[src/rtl/issue_stage_pkg.sv]
// Shared definitions for the issue stage: instruction field layout, ALU opcodes
// and datapath defaults.
package issue_stage_pkg;

  localparam int DATA_W_DEF = 16;
  localparam int NREG_DEF   = 8;
  localparam int IMM_W_DEF  = 6;
  localparam int REG_AW     = 3;

  localparam logic [2:0] ALU_ADD = 3'd0;
  localparam logic [2:0] ALU_SUB = 3'd1;
  localparam logic [2:0] ALU_MUL = 3'd2;
  localparam logic [2:0] ALU_DIV = 3'd3;
  localparam logic [2:0] ALU_SHL = 3'd4;
  localparam logic [2:0] ALU_SHR = 3'd5;

  localparam int OP_HI  = 15;
  localparam int OP_LO  = 13;
  localparam int I_BIT  = 12;
  localparam int RD_HI  = 11;
  localparam int RD_LO  = 9;
  localparam int RS1_HI = 8;
  localparam int RS1_LO = 6;
  localparam int RS2_HI = 5;
  localparam int RS2_LO = 3;
  localparam int IMM_LO = 0;

  // Opcodes above SHR (110, 111) are unassigned.
  function automatic logic is_legal_op(input logic [2:0] op);
    return (op <= ALU_SHR);
  endfunction

endpackage

[src/rtl/issue_regfile.sv]
// Architectural register file: two asynchronous read ports, one synchronous
// write port, r0 hardwired to zero, synchronous active-high clear.
module issue_regfile
  import issue_stage_pkg::*;
#(
  parameter int DATA_W = DATA_W_DEF,
  parameter int NREG   = NREG_DEF
) (
  input  logic                     clk,
  input  logic                     rst,
  input  logic [REG_AW-1:0]        raddr1,
  input  logic [REG_AW-1:0]        raddr2,
  output logic signed [DATA_W-1:0] rdata1,
  output logic signed [DATA_W-1:0] rdata2,
  input  logic                     we,
  input  logic [REG_AW-1:0]        waddr,
  input  logic signed [DATA_W-1:0] wdata
);

  logic signed [DATA_W-1:0] mem_q [NREG];
  logic signed [DATA_W-1:0] mem_d [NREG];

  always_comb begin
    rdata1 = (raddr1 == '0) ? '0 : mem_q[raddr1];
    rdata2 = (raddr2 == '0) ? '0 : mem_q[raddr2];
  end

  always_comb begin
    for (int i = 0; i < NREG; i++) begin
      mem_d[i] = mem_q[i];
    end
    if (we && (waddr != '0)) begin
      mem_d[waddr] = wdata;
    end
  end

  always_ff @(posedge clk) begin
    if (rst) begin
      for (int i = 0; i < NREG; i++) begin
        mem_q[i] <= '0;
      end
    end else begin
      for (int i = 0; i < NREG; i++) begin
        mem_q[i] <= mem_d[i];
      end
    end
  end

endmodule

[src/rtl/issue_stage.sv]
// Decode/issue stage in front of the 16-bit ALU with a busy-bit scoreboard.
// Optional same-cycle write-back forwarding is enabled by defining WB_BYPASS_EN.
module issue_stage
  import issue_stage_pkg::*;
#(
  parameter int DATA_W = DATA_W_DEF,
  parameter int NREG   = NREG_DEF,
  parameter int IMM_W  = IMM_W_DEF
) (
  input  logic              clk,
  input  logic              rst,
  input  logic              in_valid,
  output logic              in_ready,
  input  logic [15:0]       instr,
  output logic              out_valid,
  input  logic              out_ready,
  output logic [DATA_W-1:0] in1,
  output logic [DATA_W-1:0] in2,
  output logic [DATA_W-1:0] imm,
  output logic [2:0]        alu_op,
  output logic              immCalc,
  output logic [2:0]        out_rd,
  output logic              illegal,
  input  logic              wb_en,
  input  logic [2:0]        wb_addr,
  input  logic [DATA_W-1:0] wb_data
);

  function automatic logic signed [DATA_W-1:0] sext_imm(input logic [IMM_W-1:0] f);
    return {{(DATA_W-IMM_W){f[IMM_W-1]}}, f};
  endfunction

  logic [2:0]               op;
  logic                     imm_sel;
  logic [REG_AW-1:0]        rd;
  logic [REG_AW-1:0]        rs1;
  logic [REG_AW-1:0]        rs2;
  logic signed [DATA_W-1:0] imm_ext;
  logic signed [DATA_W-1:0] rf_rd1;
  logic signed [DATA_W-1:0] rf_rd2;
  logic signed [DATA_W-1:0] src1;
  logic signed [DATA_W-1:0] src2;
  logic [NREG-1:0]          busy_eff;
  logic                     wb_hit;
  logic                     fwd1;
  logic                     fwd2;
  logic                     hazard;
  logic                     accept;
  logic                     legal;

  logic                     out_valid_q, out_valid_d;
  logic signed [DATA_W-1:0] in1_q, in1_d;
  logic signed [DATA_W-1:0] in2_q, in2_d;
  logic signed [DATA_W-1:0] imm_q, imm_d;
  logic [2:0]               alu_op_q, alu_op_d;
  logic                     imm_calc_q, imm_calc_d;
  logic [2:0]               out_rd_q, out_rd_d;
  logic                     illegal_q, illegal_d;
  logic [NREG-1:0]          busy_q, busy_d;

  issue_regfile #(
    .DATA_W (DATA_W),
    .NREG   (NREG)
  ) u_regfile (
    .clk    (clk),
    .rst    (rst),
    .raddr1 (rs1),
    .raddr2 (rs2),
    .rdata1 (rf_rd1),
    .rdata2 (rf_rd2),
    .we     (wb_en),
    .waddr  (wb_addr),
    .wdata  (wb_data)
  );

  // Decode and hazard detection
  always_comb begin
    op      = instr[OP_HI:OP_LO];
    imm_sel = instr[I_BIT];
    rd      = instr[RD_HI:RD_LO];
    rs1     = instr[RS1_HI:RS1_LO];
    rs2     = instr[RS2_HI:RS2_LO];
    imm_ext = sext_imm(instr[IMM_LO +: IMM_W]);
    legal   = is_legal_op(op);

    busy_eff    = busy_q;
    busy_eff[0] = 1'b0;
    wb_hit      = wb_en && (wb_addr != '0);

`ifdef WB_BYPASS_EN
    fwd1 = wb_hit && (wb_addr == rs1);
    fwd2 = wb_hit && (wb_addr == rs2);
`else
    fwd1 = 1'b0;
    fwd2 = 1'b0;
`endif

    // WAW is never forwarded: the new owner must wait for the old one to retire.
    hazard = (busy_eff[rs1] && !fwd1)
          || (!imm_sel && busy_eff[rs2] && !fwd2)
          || busy_eff[rd];

    in_ready = !rst && !hazard && (!out_valid_q || out_ready);
    accept   = in_valid && in_ready;

    src1 = fwd1 ? $signed(wb_data) : rf_rd1;
    src2 = fwd2 ? $signed(wb_data) : rf_rd2;
  end

  // Output register and scoreboard next state
  always_comb begin
    out_valid_d = out_valid_q;
    in1_d       = in1_q;
    in2_d       = in2_q;
    imm_d       = imm_q;
    alu_op_d    = alu_op_q;
    imm_calc_d  = imm_calc_q;
    out_rd_d    = out_rd_q;
    illegal_d   = 1'b0;
    busy_d      = busy_q;

    if (accept && legal) begin
      out_valid_d = 1'b1;
      in1_d       = src1;
      in2_d       = imm_sel ? '0 : src2;
      imm_d       = imm_sel ? imm_ext : '0;
      alu_op_d    = op;
      imm_calc_d  = imm_sel;
      out_rd_d    = rd;
    end else if (accept) begin
      out_valid_d = 1'b0;
      illegal_d   = 1'b1;
    end else if (out_ready) begin
      out_valid_d = 1'b0;
    end

    // Clear before set so a same-edge issue to the retiring register keeps it busy.
    if (wb_hit) begin
      busy_d[wb_addr] = 1'b0;
    end
    if (accept && legal && (rd != '0)) begin
      busy_d[rd] = 1'b1;
    end
    busy_d[0] = 1'b0;
  end

  // Issue register stage
  always_ff @(posedge clk) begin
    if (rst) begin
      out_valid_q <= 1'b0;
      in1_q       <= '0;
      in2_q       <= '0;
      imm_q       <= '0;
      alu_op_q    <= '0;
      imm_calc_q  <= 1'b0;
      out_rd_q    <= '0;
      illegal_q   <= 1'b0;
      busy_q      <= '0;
    end else begin
      out_valid_q <= out_valid_d;
      in1_q       <= in1_d;
      in2_q       <= in2_d;
      imm_q       <= imm_d;
      alu_op_q    <= alu_op_d;
      imm_calc_q  <= imm_calc_d;
      out_rd_q    <= out_rd_d;
      illegal_q   <= illegal_d;
      busy_q      <= busy_d;
    end
  end

  assign out_valid = out_valid_q;
  assign in1       = in1_q;
  assign in2       = in2_q;
  assign imm       = imm_q;
  assign alu_op    = alu_op_q;
  assign immCalc   = imm_calc_q;
  assign out_rd    = out_rd_q;
  assign illegal   = illegal_q;

endmodule
[config.mk]
export PLATFORM = sky130hd
export DESIGN_NAME = issue_stage
export DESIGN_NICKNAME = d
export VERILOG_FILES = /design/src/rtl/issue_stage_pkg.sv /design/src/rtl/issue_regfile.sv /design/src/rtl/issue_stage.sv
export SDC_FILE = /design/constraint.sdc
export NUM_CORES = 1
export LEC_CHECK = 0
export CAP_MARGIN = 20
export CORE_ASPECT_RATIO = 0.5
export CORE_UTILIZATION = 45
export CTS_CLUSTER_DIAMETER = 80
export DETAILED_ROUTE_END_ITERATION = 8
export PLACE_DENSITY_LB_ADDON = 0.2
export SLEW_MARGIN = 10
export SYNTH_ARGS = -nofsm -noshare
export SYNTH_HDL_FRONTEND = slang
export SYNTH_SLANG_ARGS = --single-unit
[constraint.sdc]
create_clock -name clk -period 3 [get_ports clk]
set_clock_uncertainty 0.1 [all_clocks]
set_input_delay 0.45 -clock clk [delete_from_list [all_inputs] [get_ports clk]]
set_output_delay 0.45 -clock clk [all_outputs]
set_load 0.01 [all_outputs]
==> summary.md, run 1 <==
| Metric | Value |
|---|---|
| FF-to-FF Start | busy_q[2]$_SDFF_PP0_ |
| Syn-to-layout area delta | 22.69% |
| Synthesized flop and latch total | 166 |
| Yosys top cell area share | 41.75% |
| TritonRoute pass-1 iters | 6 |
| GRT Total Usage | 27.62% |
| GR met2 Demand/Resource | 42.76% |
| # hold bufs at CTS | 0 |
| Worst hold path class | in -> reg |
| Ratio of cells with drive above 1 in the final layout | 15.35% |
| Number of port buffers | 97 |
| FF-to-FF End | in1[6]$_SDFFE_PP0P_ |
| Final hold slack | 0.1763 ns |
| Syn_nets | 982 |
| DR vias/cell | 5.713 |
| # fillers | 1497 |
| Clk buf depth | 2 |
| Final Setup Violations | 0 |
| Global route hottest layer | met2 |
| Pwr dens | 503.5 nW/µm² |
| Clock network fraction of design power | 42.7% |
| Most common library cells after synthesis | nand2_1, dfxtp_1, a21oi_1, clkbuf_1, mux2i_1 |
| ANT nets after route | 0 |
| Core box area | 16850 µm² |
| Post-CTS Resized | 2 |
| Clock Pin Slew Worst Setup and Hold Paths | 0.08 ns |
| Clock insertion delay at the later pin of the skew report | 0.43 ns |
| Die H | 96.04 µm |
| Via count | 7216 |
| CP Class | in -> out |
| Hold Vio Cnt, Final | 0 |
| Final min period | 2.740 ns |
| Post-Syn Area | 7959 µm² |
| Sequential power share | 46.5% |
| Logic pwr share | 10.8% |
| Ys Warns | 0 |
| CTS tree | built |
| Post-route non-filler standard cell count | 1263 |
| Cts bufs inserted | 17 |
| Ys flop type | dfxtp_1 |
| H-tree Lvls | 4 |
| DP Cell Count | 1231 |
| Crit. End Element | output port |
| Tcrit/Tclk final | 91.35% |
| Largest net degree at the start of global routing | 65 |
| Net Switching | 1.327 mW |
| Fmax | 364.9 MHz |
| DIE AREA | 18250 µm² |
| Total Routed Length | 24570 µm |
| Met1 Resource Use GR | 36.99% |
| Count of different cell masters after synthesis | 39 |
| Root Driver | clkbuf_16 |
| Initial core utilization | 47.24% |
| P_int | 3.590 mW |
| Sequential area share after synthesis | 41.75% |
| Row cnt | 33 |
| Net Sw Frac | 26.99% |
| Worst Path Arrival | 2.19 ns |
| Yosys top cell by area | dfxtp_1 |
| Setup TNS Final | 0 ns |
| Setup crit end | in_ready |
| Vias in the first global route | 6842 |
| DRC Markers | 0 |
| Slew @ Worst Pin | 0.9193 ns |
| EDFF count, synth | 0 |
| Final core utilization | 57.96% |
| Clock Sink Count | 166 |
| Synth area leaders | dfxtp_1, nand2_1, mux4_2, a21oi_1, mux2_2 |
| Req. time, crit path | 2.45 ns |
| Global route total overflow | 0 |
| Initial DRC Count | 684 |
| Post-CTS Setup Inserts | 0 |
| First-pass GRT wire length | 37700 µm |
| Max Cap Viol | 0 |
| RePlAce Congestion | 0.8464 |
| Worst path cell trace | clkdlybuf4s50_1 -> mux2_2 -> a211o_1 -> nor2_1 -> nand3_1 -> inv_1 -> dlygate4sd2_1 |
| Initial antenna violation count | 0 |
| Slew Viols, Final | 0 |
| Setup crit start kind | input pin |
| Post-Synthesis Cells | 942 |
| CP max-delay cell | clkdlybuf4s50_1 |
| Hold path depth | 2 |
| Max_slew headroom | 38.71% |
| Critical path launch point | instr[9] |
| Met3 Use GR | 8.166% |
| Leakage | 3.549 nW |
| Mean Syn Cell Area | 8.449 µm² |
| R2r setup slk | 0.77 ns |
| # IOs | 98 |
| Most common cell in the synthesized netlist | nand2_1 |
| Post-synth ARST share | 0% |
| CP Max Fanout | 2 |
| RSZ-0062 raised after global routing | false |
| Fin nets | 1063 |
| Max incr delay on CP | 0.50 ns |
| Die width | 190.1 µm |
| DP Wirelength | 15680 µm |
| # diodes | 0 |
| Status | finished, final reports clean |
| Max rail drop VDD | 0.0003768 V |
| Routed wire per std cell | 19.45 µm |
| R2R depth | 7 |
through the flow:
step / power [mW] / area (µm²) / worst slack, ns
final: 4.917 / 9764 / 0.2596
after detailed placement: 2.858 / 9210 / -0.01172
after floorplan: 2.628 / 7959 / 0.7240
after global placement: 2.851 / 9210 / -0.03164
after CTS: 4.923 / 9764 / 0.2637
after global routing: 5.068 / 9764 / 0.1705
cells by family after synthesis:
| family | count (synthesis) | share of synthesized area [%] |
|---|---|---|
| AOI/OAI and AO/OA | 194 | 13.87 |
| DFF | 166 | 41.75 |
| buffers and inverters | 88 | 5.015 |
| and+or+nand+nor | 380 | 19.07 |
| muxes | 114 | 20.30 |
final cells by class:
cell class                      instances  area (µm²)  area share [%]
Multi-Input combinational cell        688        4244           43.46
Clock inverter                         13       113.9           1.166
Tap cell                              227       284.0           2.909
Inverter                                6       22.52          0.2307
Clock buffer                           19       442.9           4.536
Sequential cell                       166        3323           34.03
Timing Repair Buffer                  144        1334           13.66
worst min path at each step:
| stage | startpoint | end | slack (ns) |
|---|---|---|---|
| 6_report | rst | alu_op[2]$_SDFFE_PP0P_ | 0.18 |
| 5_1_grt | rst | illegal$_SDFF_PP0_ | 0.18 |
| 4_1_cts | rst | alu_op[2]$_SDFFE_PP0P_ | 0.16 |
| 3_5_place_dp | in1[3]$_SDFFE_PP0P_ | in1[3]$_SDFFE_PP0P_ | 0.35 |
| 3_3_place_gp | imm[0]$_SDFFE_PP0P_ | imm[0]$_SDFFE_PP0P_ | 0.35 |
| 2_1_floorplan | u_regfile.mem_q[3][0]$_SDFFE_PP0P_ | u_regfile.mem_q[3][0]$_SDFFE_PP0P_ | 0.34 |
per-layer routing:
layer	vias to the layer above	part of all wire, %
met2	332	43
met1	3445	44
met3	39	11
met5	-	0
li1	3400	-
met4	0	1.8
cell usage in the layout, fill, tap and decap left out, types with 30 or more instances in the layout:
| cell | synthesis | routed |
|---|---|---|
| nor2_1 | 30 | 30 |
| dfxtp_1 | 166 | 166 |
| nand2_1 | 315 | 314 |
| mux2i_1 | 41 | 41 |
| buf_4 | 10 | 46 |
| mux2_2 | 39 | 39 |
| mux4_2 | 34 | 34 |
| clkdlybuf4s50_1 | 0 | 92 |
| a21oi_1 | 130 | 130 |
| a22oi_1 | 34 | 34 |
power groups by stage:
stage | sequential, mW | clock, mW | combinational (mW)
4_1_cts | 2.28 | 2.11 | 0.524
5_1_grt | 2.29 | 2.21 | 0.566
3_3_place_gp | 2.33 | 0 | 0.519
2_1_floorplan | 2.33 | 0 | 0.296
6_report | 2.28 | 2.10 | 0.532
3_5_place_dp | 2.33 | 0 | 0.523
sequential cells by signal, summed over array words and instances, names as in the netlist:
name	cells
imm	6
out_rd	3
in2	16
busy_q	7
illegal	1
immCalc	1
u_regfile.mem_q	112
alu_op	3
out_valid	1
in1	16
worst max-delay path: cells and delay by family:
| family | cells | cell delay, ns |
|---|---|---|
| AOI/OAI and AO/OA | 1 | 0.31 |
| buffers and inverters | 3 | 0.82 |
| muxes | 1 | 0.34 |
| and+or+nand+nor | 2 | 0.27 |
(Power assumes the default switching activity.)
==> run 2: changes to the inputs <==
--- a/config.mk
+++ b/config.mk
@@ -5,6 +5,7 @@
 export SDC_FILE = /design/constraint.sdc
 export NUM_CORES = 1
 export LEC_CHECK = 0
+export ABC_AREA = 1
 export CAP_MARGIN = 20
 export CORE_ASPECT_RATIO = 0.5
 export CORE_UTILIZATION = 45
==> run 2 against run 1 <==
Compared with the run above: wire length rose by 8.5%; sequential power rose by 2%; die area rose by 0.73%; largest power group unchanged.
==> summary.md, run 2 <==
| Metric | Value |
|---|---|
| Yosys top cell by area | dfxtp_1 |
| Synth area leaders | dfxtp_1, o21ai_0, a21oi_1, nand2_1, nor2_1 |
| Number of port buffers | 97 (unchanged) |
| Leakage | 3.571 nW (+0.62%) |
| Total Routed Length | 26660 µm (+8.5%) |
| Final core utilization | 56.06% (-1.9 points) |
| Post-Synthesis Cells | 1166 (+24%) |
| Ratio of cells with drive above 1 in the final layout | 8.029% (-7.3 points) |
| Initial antenna violation count | 0 (unchanged) |
| DR vias/cell | 5.700 (-0.23%) |
| # diodes | 0 (unchanged) |
| Row cnt | 34 (+3.0%) |
| CP Class | in -> out |
| Status | finished, final reports clean |
| Clock Pin Slew Worst Setup and Hold Paths | 0.06 ns (-0.02 ns) |
| GRT Total Usage | 28.88% (+1.3 points) |
| Global route total overflow | 0 (unchanged) |
| Post-Syn Area | 8018 µm² (+0.74%) |
| RePlAce Congestion | 0.8660 (+2.3%) |
| # IOs | 98 (unchanged) |
| Clock insertion delay at the later pin of the skew report | 0.42 ns (about the same) |
| CTS tree | built |
| Ys Warns | 0 (unchanged) |
| Largest net degree at the start of global routing | 96 (+48%) |
| RSZ-0062 raised after global routing | false |
| Worst hold path class | reg -> reg |
| Root Driver | clkbuf_16 |
| Max rail drop VDD | 0.0003849 V (+2.1%) |
| DP Cell Count | 1435 (+17%) |
| EDFF count, synth | 0 (unchanged) |
| Die H | 96.39 µm (+0.36%) |
| Req. time, crit path | 2.45 ns (about the same) |
| TritonRoute pass-1 iters | 5 (-1) |
| Setup crit start kind | input pin |
| Slew Viols, Final | 0 (unchanged) |
| Syn-to-layout area delta | 21.66% |
| Synthesized flop and latch total | 166 (unchanged) |
| Clock Sink Count | 166 (unchanged) |
| Commonest non-fill, non-tap cell in the layout | o21ai_0 |
| DP Wirelength | 17140 µm (+9.3%) |
| Post-route non-filler standard cell count | 1467 (+16%) |
| DRC Markers | 0 (unchanged) |
| Crit. End Element | output port |
| Initial core utilization | 46.08% (-1.2 points) |
| Ys flop type | dfxtp_1 |
| Tcrit/Tclk final | 94.49% (+3.1 points) |
| Routed wire per std cell | 18.17 µm (-6.6%) |
| Hold Vio Cnt, Final | 0 (unchanged) |
| Commonest cells after routing, fill and taps aside | o21ai_0, a21oi_1, nand2_1 |
| Most common cell in the synthesized netlist | o21ai_0 |
| DIE AREA | 18390 µm² (+0.73%) |
| Post-CTS Resized | 0 (-2) |
| Fin nets | 1260 (+19%) |
| Mean Syn Cell Area | 6.876 µm² (-19%) |
| Syn_nets | 1206 (+23%) |
| Clk buf depth | 2 (unchanged) |
| Max Cap Viol | 0 (unchanged) |
| Max_slew headroom | 32.58% (-6.1 points) |
| Count of different cell masters after synthesis | 29 (-26%) |
| Fmax | 352.8 MHz (-3.3%) |
| Yosys top cell area share | 41.45% (-0.31 points) |
| CP Max Fanout | 6 (+4) |
| Worst Path Arrival | 2.28 ns (+0.09 ns) |
| First-pass GRT wire length | 39890 µm (+5.8%) |
| Initial DRC Count | 927 (+36%) |
| Cts bufs inserted | 17 (unchanged) |
| # hold bufs at CTS | 0 (unchanged) |
| Pwr dens | 546.0 nW/µm² (+8.4%) |
| Biggest register | u_regfile.mem_q |
| Die width | 190.8 µm (+0.37%) |
| Final min period | 2.835 ns (+0.09439 ns) |
| Via count | 8362 (+16%) |
| Vias in the first global route | 6934 (+1.3%) |
| Final Setup Violations | 0 (unchanged) |
| H-tree Lvls | 4 (unchanged) |
| Setup TNS Final | 0 ns (unchanged) |
| Sequential area share after synthesis | 41.45% (-0.31 points) |
| Final Power | 5.326 mW (+8.3%) |
| Core box area | 17400 µm² (+3.3%) |
| Largest register FFs | 112 (unchanged) |
| Slew @ Worst Pin | 1.010 ns (+0.09088 ns) |
| Post-synth ARST share | 0% (unchanged) |
| Most common library cells after synthesis | o21ai_0, a21oi_1, nand2_1, dfxtp_1, nor2_1 |
| Post-CTS Setup Inserts | 0 (unchanged) |
| Final hold slack | 0.3631 ns (+0.1868 ns) |
| ANT nets after route | 0 (unchanged) |
-- run 2: routing by layer --
metal	track usage [%]	share of wire, %	vias to the layer above
met3	9.426	13	38
met2	39.40	39	472
li1	-	-	4013
met5	0	0	-
met1	42.34	46	3839
met4	8.267	1.6	0
-- run 2: critical path, cell delays in order --
cell	delay [ns]
clkdlybuf4s50_1	0.58
inv_2	0.09
nand2_1	0.06
nand2_1	0.05
nand2_1	0.05
nand2_1	0.05
nor2_1	0.08
nand2_1	0.06
nor2_2	0.13
and2_1	0.15
clkdlybuf4s50_1	0.53
-- run 2: final cells by class --
type / instances / area (µm²)
clock inverters: 15 / 191.4
repair buffers: 136 / 1311
multi-input cells: 802 / 3846
inverters: 97 / 364.1
fillers: 1639 / 7645
flip-flops and latches: 166 / 3323
clock buffers: 17 / 425.4
well taps: 234 / 292.8
-- run 2: stage by stage --
step                cell area [µm²]  setup slack, ns
floorplan                      8018            1.199
global placement               9138           0.1746
detailed placement             9138           0.1654
CTS                            9754           0.1610
global route                   9754          0.01179
finish                         9754           0.1653
-- run 2: worst paths after layout --
path                                  startpoint                                   to  slack (ns)  cells past startpoint
max                                     instr[9]                             in_ready        0.17                     11
min          u_regfile.mem_q[1][14]$_SDFFE_PP0P_  u_regfile.mem_q[1][14]$_SDFFE_PP0P_        0.36                      2
max reg2reg                 busy_q[3]$_SDFF_PP0_                  in2[2]$_SDFFE_PP0P_        1.04                     11
min reg2reg  u_regfile.mem_q[1][14]$_SDFFE_PP0P_  u_regfile.mem_q[1][14]$_SDFFE_PP0P_        0.36                      2
-- run 2: kinds of logic (layout without fill, tap and decap cells) --
kind of cell | count (synthesis) | in the layout | synth area share, %
AO/OA/AOI/OAI | 441 | 441 | 29.67
AND/OR/NAND/NOR | 361 | 361 | 18.24
buffers and inverters | 198 | 265 | 10.64
flip-flops | 166 | 166 | 41.45
-- run 2: where the power goes --
part | total, mW | switching (mW) | internal, mW
combinational | 0.694 | 0.444 | 0.250
clock | 2.31 | 0.975 | 1.33
sequential | 2.32 | 0.0440 | 2.28
